### config.mk
export PLATFORM = sky130hd
export DESIGN_NAME = ase_fifo_reader
export DESIGN_NICKNAME = d
export VERILOG_FILES = /design/src/rtl/ase_fifo_reader_pkg.sv /design/src/rtl/ase_fifo_reader_stage.sv /design/src/rtl/ase_fifo_reader.sv
export SDC_FILE = /design/constraint.sdc
export NUM_CORES = 1
export LEC_CHECK = 0
export ABC_AREA = 1
export CELL_PAD_IN_SITES_DETAIL_PLACEMENT = 1
export CELL_PAD_IN_SITES_GLOBAL_PLACEMENT = 1
export CORE_AREA = 2 2 118 120
export CTS_CLUSTER_DIAMETER = 60
export DETAILED_ROUTE_END_ITERATION = 12
export DIE_AREA = 0 0 120 122
export PLACE_DENSITY = 0.78
export REMOVE_ABC_BUFFERS = 1
export SLEW_MARGIN = 10
export SYNTH_ARGS = -nofsm -noshare
export SYNTH_HDL_FRONTEND = slang
export SYNTH_SLANG_ARGS = --single-unit
### constraint.sdc
create_clock -name clk -period 5.5 [get_ports clk]
set_clock_uncertainty 0.15 [all_clocks]
set_input_delay 0.825 -clock clk [delete_from_list [all_inputs] [get_ports clk]]
set_output_delay 0.825 -clock clk [all_outputs]
set_load 0.02 [all_outputs]
### src/rtl/ase_fifo_reader_pkg.sv
// Shared types and constants for the ase FIFO reader and its staging buffer.
package ase_fifo_reader_pkg;

  // Number of staging entries; the stage pointers below assume exactly two.
  localparam int STAGE_DEPTH = 2;

  // Head/tail pointer into the two-entry stage; wraps modulo 2.
  typedef logic stage_ptr_t;

  // Staged-word count, 0..2.
  typedef logic [1:0] occ_t;

  // Advance a stage pointer with natural modulo-2 wrap.
  function automatic stage_ptr_t ptr_inc(input stage_ptr_t p);
    return p + 1'b1;
  endfunction

endpackage

### src/rtl/ase_fifo_reader_stage.sv
// Two-entry staging register file with head/tail pointers and occupancy.
// Writes land at the tail; the head entry is presented first-word-fall-through.
// A write into a full stage without a simultaneous pop is dropped and leaves
// the stage untouched. A write and a pop in the same cycle keep occupancy.
module ase_fifo_reader_stage
  import ase_fifo_reader_pkg::*;
#(
  parameter int DATA_WIDTH = 64
) (
  input  logic                  clk,
  input  logic                  rst,
  input  logic                  wr_en,
  input  logic [DATA_WIDTH-1:0] wr_data,
  input  logic                  pop,
  output logic [DATA_WIDTH-1:0] head_data,
  output occ_t                  occupancy
);

  localparam occ_t OCC_FULL = occ_t'(STAGE_DEPTH);

  logic [DATA_WIDTH-1:0] mem_q [STAGE_DEPTH];
  logic [DATA_WIDTH-1:0] mem_d [STAGE_DEPTH];
  stage_ptr_t            head_q, head_d;
  stage_ptr_t            tail_q, tail_d;
  occ_t                  occ_q, occ_d;
  logic                  wr_ok;

  // Next-state for pointers, occupancy and storage.
  always_comb begin
    mem_d  = mem_q;
    head_d = head_q;
    tail_d = tail_q;
    wr_ok  = wr_en & ((occ_q != OCC_FULL) | pop);
    if (wr_ok) begin
      mem_d[tail_q] = wr_data;
      tail_d        = ptr_inc(tail_q);
    end
    if (pop) begin
      head_d = ptr_inc(head_q);
    end
    occ_d = occ_q + occ_t'(wr_ok) - occ_t'(pop);
  end

  // Control state: cleared by reset.
  always_ff @(posedge clk) begin
    if (rst) begin
      head_q <= '0;
      tail_q <= '0;
      occ_q  <= '0;
    end else begin
      head_q <= head_d;
      tail_q <= tail_d;
      occ_q  <= occ_d;
    end
  end

  // Storage: contents are meaningless while occupancy says empty, so no reset.
  always_ff @(posedge clk) begin
    mem_q <= mem_d;
  end

  assign head_data = mem_q[head_q];
  assign occupancy = occ_q;

endmodule

### src/rtl/ase_fifo_reader.sv
// Reader front-end for an ase FIFO with one-cycle read latency. Issues reads
// only when the stage is guaranteed room for the returning word, and presents
// staged words downstream in first-word-fall-through form.
//
// Handshake: a downstream word transfers on a cycle with out_valid=1 and
// out_ready=1; out_valid never depends on out_ready. Upstream, a read is
// accepted when fifo_rd_en=1 and fifo_empty=0, and its data returns with
// fifo_dout_v=1 exactly one cycle later.
//
// Optional feature: define ASE_FIFO_READER_PROTOCOL_CHK_EN to build the sticky
// upstream-protocol checker; otherwise protocol_err is tied low.
module ase_fifo_reader
  import ase_fifo_reader_pkg::*;
#(
  parameter int DATA_WIDTH  = 64,
  parameter int STAGE_DEPTH = 2
) (
  input  logic                  clk,
  input  logic                  rst,
  input  logic                  fifo_empty,
  output logic                  fifo_rd_en,
  input  logic [DATA_WIDTH-1:0] fifo_dout,
  input  logic                  fifo_dout_v,
  output logic [DATA_WIDTH-1:0] out_data,
  output logic                  out_valid,
  input  logic                  out_ready,
  output logic [1:0]            occupancy,
  output logic                  protocol_err
);

  localparam occ_t OCC_FULL = occ_t'(STAGE_DEPTH);

  logic       inflight_q, inflight_d;
  logic       after_rst_q, after_rst_d;
  logic       pop;
  logic       stage_wr;
  logic [2:0] credit;
  occ_t       stage_occ;

  // Issue/credit: count staged plus in-flight words, less the one leaving now.
  always_comb begin
    pop         = out_valid & out_ready;
    credit      = {1'b0, stage_occ} + {2'b00, inflight_q} - {2'b00, pop};
    fifo_rd_en  = ~rst & ~fifo_empty & (credit < {1'b0, OCC_FULL});
    inflight_d  = fifo_rd_en;
    // Data returning in the first cycle after reset belongs to a pre-reset read.
    stage_wr    = fifo_dout_v & ~after_rst_q;
    after_rst_d = rst;
  end

  // In-flight read tracking and the post-reset marker.
  always_ff @(posedge clk) begin
    if (rst) begin
      inflight_q <= 1'b0;
    end else begin
      inflight_q <= inflight_d;
    end
    after_rst_q <= after_rst_d;
  end

  ase_fifo_reader_stage #(
    .DATA_WIDTH(DATA_WIDTH)
  ) u_stage (
    .clk       (clk),
    .rst       (rst),
    .wr_en     (stage_wr),
    .wr_data   (fifo_dout),
    .pop       (pop),
    .head_data (out_data),
    .occupancy (stage_occ)
  );

  assign out_valid = (stage_occ != '0);
  assign occupancy = stage_occ;

`ifdef ASE_FIFO_READER_PROTOCOL_CHK_EN
  logic drop;
  logic err_event;
  logic protocol_err_q, protocol_err_d;

  // Flag unexpected data, missing data, or a data word that found the stage full.
  always_comb begin
    drop           = stage_wr & (stage_occ == OCC_FULL) & ~pop;
    err_event      = ~after_rst_q &
                     ((fifo_dout_v & ~inflight_q) | (~fifo_dout_v & inflight_q) | drop);
    protocol_err_d = protocol_err_q | err_event;
  end

  // Sticky error flag, cleared only by reset; one message per offending cycle.
  always_ff @(posedge clk) begin
    if (rst) begin
      protocol_err_q <= 1'b0;
    end else begin
      protocol_err_q <= protocol_err_d;
      if (err_event) begin
        $error("ase_fifo_reader: upstream protocol violation (dout_v=%0b inflight=%0b drop=%0b)",
               fifo_dout_v, inflight_q, drop);
      end
    end
  end

  assign protocol_err = protocol_err_q;
`else
  assign protocol_err = 1'b0;
`endif

endmodule

; ---- Word-level counts from Yosys, hierarchy flattened
; Cells that the tools add are included.
[classes]
n_addsub = 6
multipliers = 0
div = 0
order_cmp = 4
n_eq_ne = 1
shift = 0
n_mux = 6
n_bitwise = 11
n_reduce_logical = 2
[op_table]
columns = operator, count
row1 = $mux 64, 4
row2 = $bwmux 128, 1
row3 = $demux 64 s1, 1
row4 = $and 1x1->1, 5
row5 = $ge 2x2->1 const B, 2
row6 = $not 1->2, 2
row7 = $add 2x1->3, 1
row8 = $lt 3x2->1 const B, 1
row9 = $not 1->1, 3
row10 = $sub 3x1->3, 1
row11 = $add 1x1->1 const B, 2
row12 = $add 2x1->2, 1
row13 = $lt 2x1->1 const B, 1
row14 = $ne 2x2->1 const B, 1
row15 = $reduce_bool 2->1, 1
row16 = $sub 2x1->2, 1
row17 = $logic_and 1x1->1, 1
row18 = $or 1x1->1, 1
[totals]
regBits = 134
latchBits = 0
ramBits = 0
rom_bits = 0
input_bits = 69
out_inout_bits = 69
elab_cells = 37
memories = 0

; ---- Logic depth before layout (Yosys ltp)
[logic_depth]
depth_word = 6
depth_mapped = 10

; ---- By module
; Synthesis repeated with hierarchy kept, for this count alone.
[hier_totals]
hier_cells = 251
hier_area_um2 = 5185.0
[modules_own_cells]
columns = module, n_inst, cells_per_inst, area_each_um2, seq_area_each_um2
row1 = ase_fifo_reader_stage, 1, 229, 5029.8, 3923.8
row2 = ase_fifo_reader, 1, 22, 155.1, 40.0

; ---- Worst setup path before layout
; OpenSTA, ideal clock, no wires.
[synth_path]
path_type = input to register
from = in fifo_dout_v
to = reg u_stage.mem_q[100] in the netlist's numbering (enable)
setup_ns = 0.486
arrival_ns = 3.750
path_slack_ns = 1.114
stages = 4
path_buffers = 0
path_cell_list = inv_1 -> nor2_1 -> nand2_1 -> nor2_1
[synth_via]
elab_chain_cells = 2
[synth_rtl]
columns = item, line
row1 = from (decl), ase_fifo_reader.sv:23  ; input logic fifo_dout_v,
row2 = $and 1x1->1, ase_fifo_reader.sv:47  ; stage_wr = fifo_dout_v & ~after_rst_q;
row3 = $and 1x1->1, ase_fifo_reader_stage.sv:33  ; wr_ok = wr_en & ((occ_q != OCC_FULL) | pop);
row4 = to (signal assigned), ase_fifo_reader_stage.sv:59  ; mem_q <= mem_d;
row5 = to (decl), ase_fifo_reader_stage.sv:21  ; logic [DATA_WIDTH-1:0] mem_q [STAGE_DEPTH];
; No other way between the ends.
; A chain may end at the register's enable or synchronous reset.

; ---- Final worst setup path
[layout_path]
from = in out_ready
to = out fifo_rd_en
[layout_via]
elab_chain_cells = 4
[layout_rtl]
columns = item, line
row1 = from (decl), ase_fifo_reader.sv:26  ; input logic out_ready,
row2 = $and 1x1->1, ase_fifo_reader.sv:42  ; pop = out_valid & out_ready;
row3 = net pop, ase_fifo_reader.sv:35  ; logic pop;
row4 = $sub 3x1->3, ase_fifo_reader.sv:43  ; credit = {1'b0, stage_occ} + {2'b00, inflight_q} - {2'b00, pop};
row5 = $lt 3x2->1, ase_fifo_reader.sv:44  ; fifo_rd_en = ~rst & ~fifo_empty & (credit < {1'b0, OCC_FULL});
row6 = $and 1x1->1, ase_fifo_reader.sv:44
row7 = to (decl), ase_fifo_reader.sv:21  ; output logic fifo_rd_en,
; The timed path passes the listed nets, and every way through them passes these cells.

==> metrics.txt <==
post-CTS sizing 0; Max IR drop VDD 0.2944 mV; crit end category output port; Final setup viols 0; number of global-route vias before repair 3616; pre-CTS setup slack 1.296 ns; Clk pin slew, worst setup/hold paths 0.05 ns; syn_area_per_cell 13.23 µm²; fraction of layout cells with a size suffix above 1 5.794%; Post-DP HPWL 7.584 mm; status complete, no violations; die area 14640 µm²; Final GP Congestion 0.7642; count leader, synth nand2_1; HP Class flip-flop to flip-flop; CP max FO 2; Routed Antenna Nets 0; HP Start u_stage.tail_q; WP data arrival 3.23 ns; critical path required time 4.53 ns; I/O Buffers 136; Tcrit/Tclk final 76.53%; worst relative slew slack 30.70%; first-pass GRT wire length 18.22 mm; initial antenna violation count 0; Synth top area share 76.67%; Num CTS Buffers 17; Final Max Slew Viols 0; Die Ht 122 µm; Synth cell types 18; worst setup margin 1.291 ns; ant diodes 0; number of flops mapped to enable cells by yosys 128; Worst Setup Start Kind input pin; Final Hold Vio Count 0; DRC viols 0; synthesized area 5014 µm²; # rows 43; Leak 2.719 nW; initial core utilization 37.13%; fillers 1376; Switch Pwr 0.9308 mW; Power Dens Cells 446.1 nW/µm²; nets@finish 595; Period minus WS final 4.209 ns; routed vias 3245; Clk network pwr share 33.3%; DR WL/cell 16.29 µm; crit path launch out_ready; Slew @ Worst Pin 1.038 ns; register area share after synthesis 79.06%; DR iter-0 viols 136; area delta synth->final 40.68%; post-route total power 3.146 mW; Synth area leader edfxtp_1; largest net degree at the start of global routing 66; Boundary Pins 138; Synth top cells by count nand2_1, edfxtp_1, inv_1; Async SR Flop Fraction 0%; unrepaired setup endpoints after global routing false; sw frac 29.58%; GRT Overall Usage 16.68%; Int Power 2.216 mW; drt total wl 11.65 mm; CTS Hold Bufs 0; Logic pwr share 28.4%; Vias/cell 4.538; register bit total from synthesis 134; H-tree levels 4; maximum clock frequency 237.6 MHz; clk buf depth 2; CORE AREA 13500 µm²; Most used DFF post-synth edfxtp_1; Post CTS Setup Buffer Count 0; chip width 120 µm; largest cells by area after synthesis edfxtp_1, nand2_1, dfxtp_1, buf_4, buf_6; Clk Latency, worst-skew pair 0.41 ns; root buffer cell clkbuf_16; Post-Syn Instances 379; GR Overflow Total 0; Detailed Routing Iterations Pass 1 4; CTS tree yes; reg2reg start u_stage.occupancy[0]; Final Non-Filler Cells 715; Reg power frac 38.3%; number of max-cap violations 0; yosys warns 0; dpl cells 683; clock sink count 134; critical path class input pin to output port; post-route setup TNS 0 ns
per-layer routing:
| metal | global-route usage, % | up-vias | wire, µm |
|---|---|---|---|
| li1 | - | 1554 | - |
| met5 | 0 | - | 0 |
| met3 | 5.103 | 10 | 620 |
| met4 | 6.397 | 0 | 118 |
| met1 | 18.22 | 1583 | 4632 |
| met2 | 30.36 | 98 | 6278 |
final cells by class:
cell class                      instances  area (µm²)  area share, %
Multi-Input combinational cell        218       885.9          12.56
Tap cell                              180       225.2          3.193
Clock inverter                         13       113.9          1.614
Timing Repair Buffer                  139        1384          19.62
Clock buffer                           19       432.9          6.138
Inverter                               12       46.29         0.6564
Sequential cell                       134        3965          56.22
worst max-delay path, cell delays in order:
cell	delay, ns
clkdlybuf4s50_1	0.47
nand2_1	0.07
inv_1	0.08
ha_1	0.23
inv_1	0.09
nand2_1	0.07
fa_1	0.48
nand2_1	0.08
nor3_1	0.21
clkdlybuf4s50_1	0.64
kinds of logic after synthesis:
group	share of synthesized area, %
xor gates and xnor gates	0.3495
buffers and inverters	3.419
DFF	79.06
and+or+nand+nor	15.75
other	0.07480
adders and majority gates	1.148
AOI/OAI and AO/OA	0.1995
cell usage in the layout, fill, tap and decap left out, types with 2 or more instances in the layout:
master	synthesis	layout
buf_4	8	3
bufinv_16	0	2
clkbuf_1	0	2
clkbuf_16	0	17
clkdlybuf4s50_1	0	136
clkinv_1	0	6
clkinv_2	0	4
dfxtp_1	6	5
edfxtp_1	128	128
ha_1	3	3
inv_1	11	10
nand2_1	198	198
nand3_1	2	2
nor2_1	7	6
nor3_1	2	2
metrics by stage:
| step | utilization (%) | instance area, µm² | hold slack, ns |
|---|---|---|---|
| 2_1_floorplan | - | 4887 | 0.3250 |
| 3_5_place_dp | 48.17 | 6505 | 0.4371 |
| 3_3_place_gp | 48.17 | 6505 | 0.3839 |
| 4_1_cts | 52.22 | 7052 | 0.4469 |
| 6_report | 52.23 | 7053 | 0.4440 |
| 5_1_grt | 52.23 | 7053 | 0.4715 |
flip-flops by register name, summed over array words and instances, names as in the netlist:
signal	count
u_stage.mem_q	128
after_rst_q	1
inflight_q	1
u_stage.tail_q	1
u_stage.head_q	1
u_stage.occupancy	2
power by group through the flow:
| stage | Sequential (mW) | Combinational [mW] | Clock, mW |
|---|---|---|---|
| final | 1.21 | 0.892 | 1.05 |
| after global routing | 1.21 | 0.974 | 1.12 |
| after CTS | 1.21 | 0.914 | 1.07 |
| after detailed placement | 1.23 | 0.908 | 0 |
| after global placement | 1.22 | 0.880 | 0 |
| after floorplan | 1.26 | 0.413 | 0 |
final timing paths:
| kind | to | cells past startpoint | slack, ns |
|---|---|---|---|
| hold / removal | u_stage.tail_q | 2 | 0.44 |
| setup / recovery | fifo_rd_en | 10 | 1.29 |
| hold reg to reg | u_stage.tail_q | 2 | 0.44 |
| setup reg to reg | u_stage.mem_q[60] | 5 | 3.12 |
Power figures use the tool's default switching activity.
==> edit, RTL diff (same settings) <==
`DATA_WIDTH` is set to 64 in 2 places; all go to 56.
--- a/src/rtl/ase_fifo_reader_stage.sv
+++ b/src/rtl/ase_fifo_reader_stage.sv
@@ -5,7 +5,7 @@
 module ase_fifo_reader_stage
   import ase_fifo_reader_pkg::*;
 #(
-  parameter int DATA_WIDTH = 64
+  parameter int DATA_WIDTH = 56
 ) (
   input  logic                  clk,
   input  logic                  rst,
--- a/src/rtl/ase_fifo_reader.sv
+++ b/src/rtl/ase_fifo_reader.sv
@@ -12,7 +12,7 @@
 module ase_fifo_reader
   import ase_fifo_reader_pkg::*;
 #(
-  parameter int DATA_WIDTH  = 64,
+  parameter int DATA_WIDTH  = 56,
   parameter int STAGE_DEPTH = 2
 ) (
   input  logic                  clk,
Ports: changed (resized fifo_dout and out_data); port bits go from 138 to 122. No check against the original RTL was run, so the function may have changed too.
==> edit against the unedited design <==
- total power fell by 7.6%
- cell area fell by 10%
- setup slack got worse by 53 ps
- wire length fell by 15%
- sequential share of layout area fell by 1.2 points
- final cell count fell by 8.3%
- synthesized area fell by 12%
- sequential cell count fell by 16
- count of clock-buffer cells in the layout fell by 2
- largest power group unchanged
==> edit: results (changes against the unedited design) <==
metric,value,unit,change
synth_compound_area_share,0.2278,%,was 0.1997%
nNetsFinal,531,,was 595
synth_commonest_cells,"174 x nand2_1, 112 x edfxtp_1, 11 x inv_1, 8 x buf_2, 7 x nor2_1",,"was 198 x nand2_1, 128 x edfxtp_1, 11 x inv_1, 8 x buf_4, 7 x nor2_1"
met3_wirelength,534,um,was 620 um
slowest_delay,660,ps,was 640 ps
synthDistinctLibCells,17,,was 18
tightest_slew,1009,ps,was 1038 ps
clk_latency,390,ps,was 410 ps
cts_buffer_depth,2,,unchanged
largest_register_ffs,112,,was 128
grt_usage,14.00,%,was 16.68%
cts_setup_buffers,0,,unchanged
run_status,"complete, no violations",,unchanged
viasPerCell,4.311,,was 4.538
ff2ff_path_depth,4,,was 5
grt_pass1_vias,3116,,"was 3,616"
met2_usage,24.75,%,was 30.36%
pre_cts_slack,1246,ps,was 1296 ps
vdd_ir_drop_max,0.2225,mV,was 0.2944 mV
first_pass_iters,4,,unchanged
antenna_cells,0,,unchanged
synthXorXnorAreaFrac,0.3986,%,was 0.3494%
h-tree-depth,4,,unchanged
wl_met1,4.106,mm,was 4.632 mm
port_buffers,120,,was 136
syn_avg_cell_area,13.04,um2,was 13.23 um2
worstSetupStartpoint,out_ready,,unchanged
highest_layer,met4,,unchanged
cp_slowest_cell,clkdlybuf4s50_1,,unchanged
power.clock.total,1.05,mW,about the same
stdcell_count,656,,was 715
wl_met2,5.155,mm,was 6.278 mm
switching_share,28.61,%,was 29.58%
dpl.hpwl,6.477,mm,was 7.584 mm
synth.area.top_cells,"edfxtp_1 77%, nand2_1 15%, dfxtp_1 2.7%, inv_1 0.94%, buf_2 0.91%",,"was edfxtp_1 77%, nand2_1 15%, dfxtp_1 2.4%, buf_4 1.2%, buf_6 1.1%"
use_met1,16.37,%,was 18.22%
hp-class,reg2reg,,unchanged
intPower,2.076,mW,was 2.216 mW
worstPathArrival,3290,ps,was 3230 ps
antenna_found_initial,0,,unchanged
synth_fa_ha_area_share,1.310,%,was 1.148%
grt_pass1_wl,15.61,mm,was 18.22 mm
placed_cells,627,,was 683
drive_gt1_share,7.143,%,was 5.794%
grt_max_degree,58,,was 66
p_seq,1.06,mW,was 1.21 mW
placed_cell_area,5774,um2,was 6505 um2
synth_edf_count,112,,was 128
routed_wl,9.855,mm,was 11.65 mm
use_met3,4.448,%,was 5.103%
regMostFlops,u_stage.mem_q,,unchanged
yosysSeqAreaShare,79.27,%,was 79.06%
drt_iter0_drc,142,,was 136
r2r-start,u_stage.occupancy[1],,was u_stage.occupancy[0]
leakagePower,2.454,nW,was 2.719 nW
cts_root_buffer,clkbuf_16,,unchanged
place_congestion,0.7208,,was 0.7642
[edit: changes by cell type after synthesis]
cell / change
edfxtp_1: -16
buf_2: +6
buf_4: -3
buf_6: -5
nand2_1: -24
[edit: kinds of logic after synthesis]
family / count (synthesis)
and+or+nand+nor: 185
xor gates and xnor gates: 2
other: 1
DFF: 118
AOI/OAI and AO/OA: 2
adders and majority gates: 4
buffers and inverters: 25
[edit: area by class of cell]
cell class              count  area (um2)
fillers                  1397        7166
flip-flops and latches    118        3485
repair buffers            123        1224
multi-input cells         194       795.8
clock buffers              17       425.4
well taps                 180       225.2
clock inverters            12       138.9
inverters                  12       45.04
[edit: path summary, 6_finish.rpt]
| path | slack [ps] | endpoint |
|---|---|---|
| max | 1240 | fifo_rd_en |
| min | 430 | u_stage.tail_q |
| max reg2reg | 3120 | u_stage.mem_q[83] |
| min reg2reg | 430 | u_stage.tail_q |
[edit: critical path: cells and delay by family]
kind                       cells  cell delay [ps]
buffers and inverters          4             1300
adders and majority gates      2              700
and+or+nand+nor                4              450
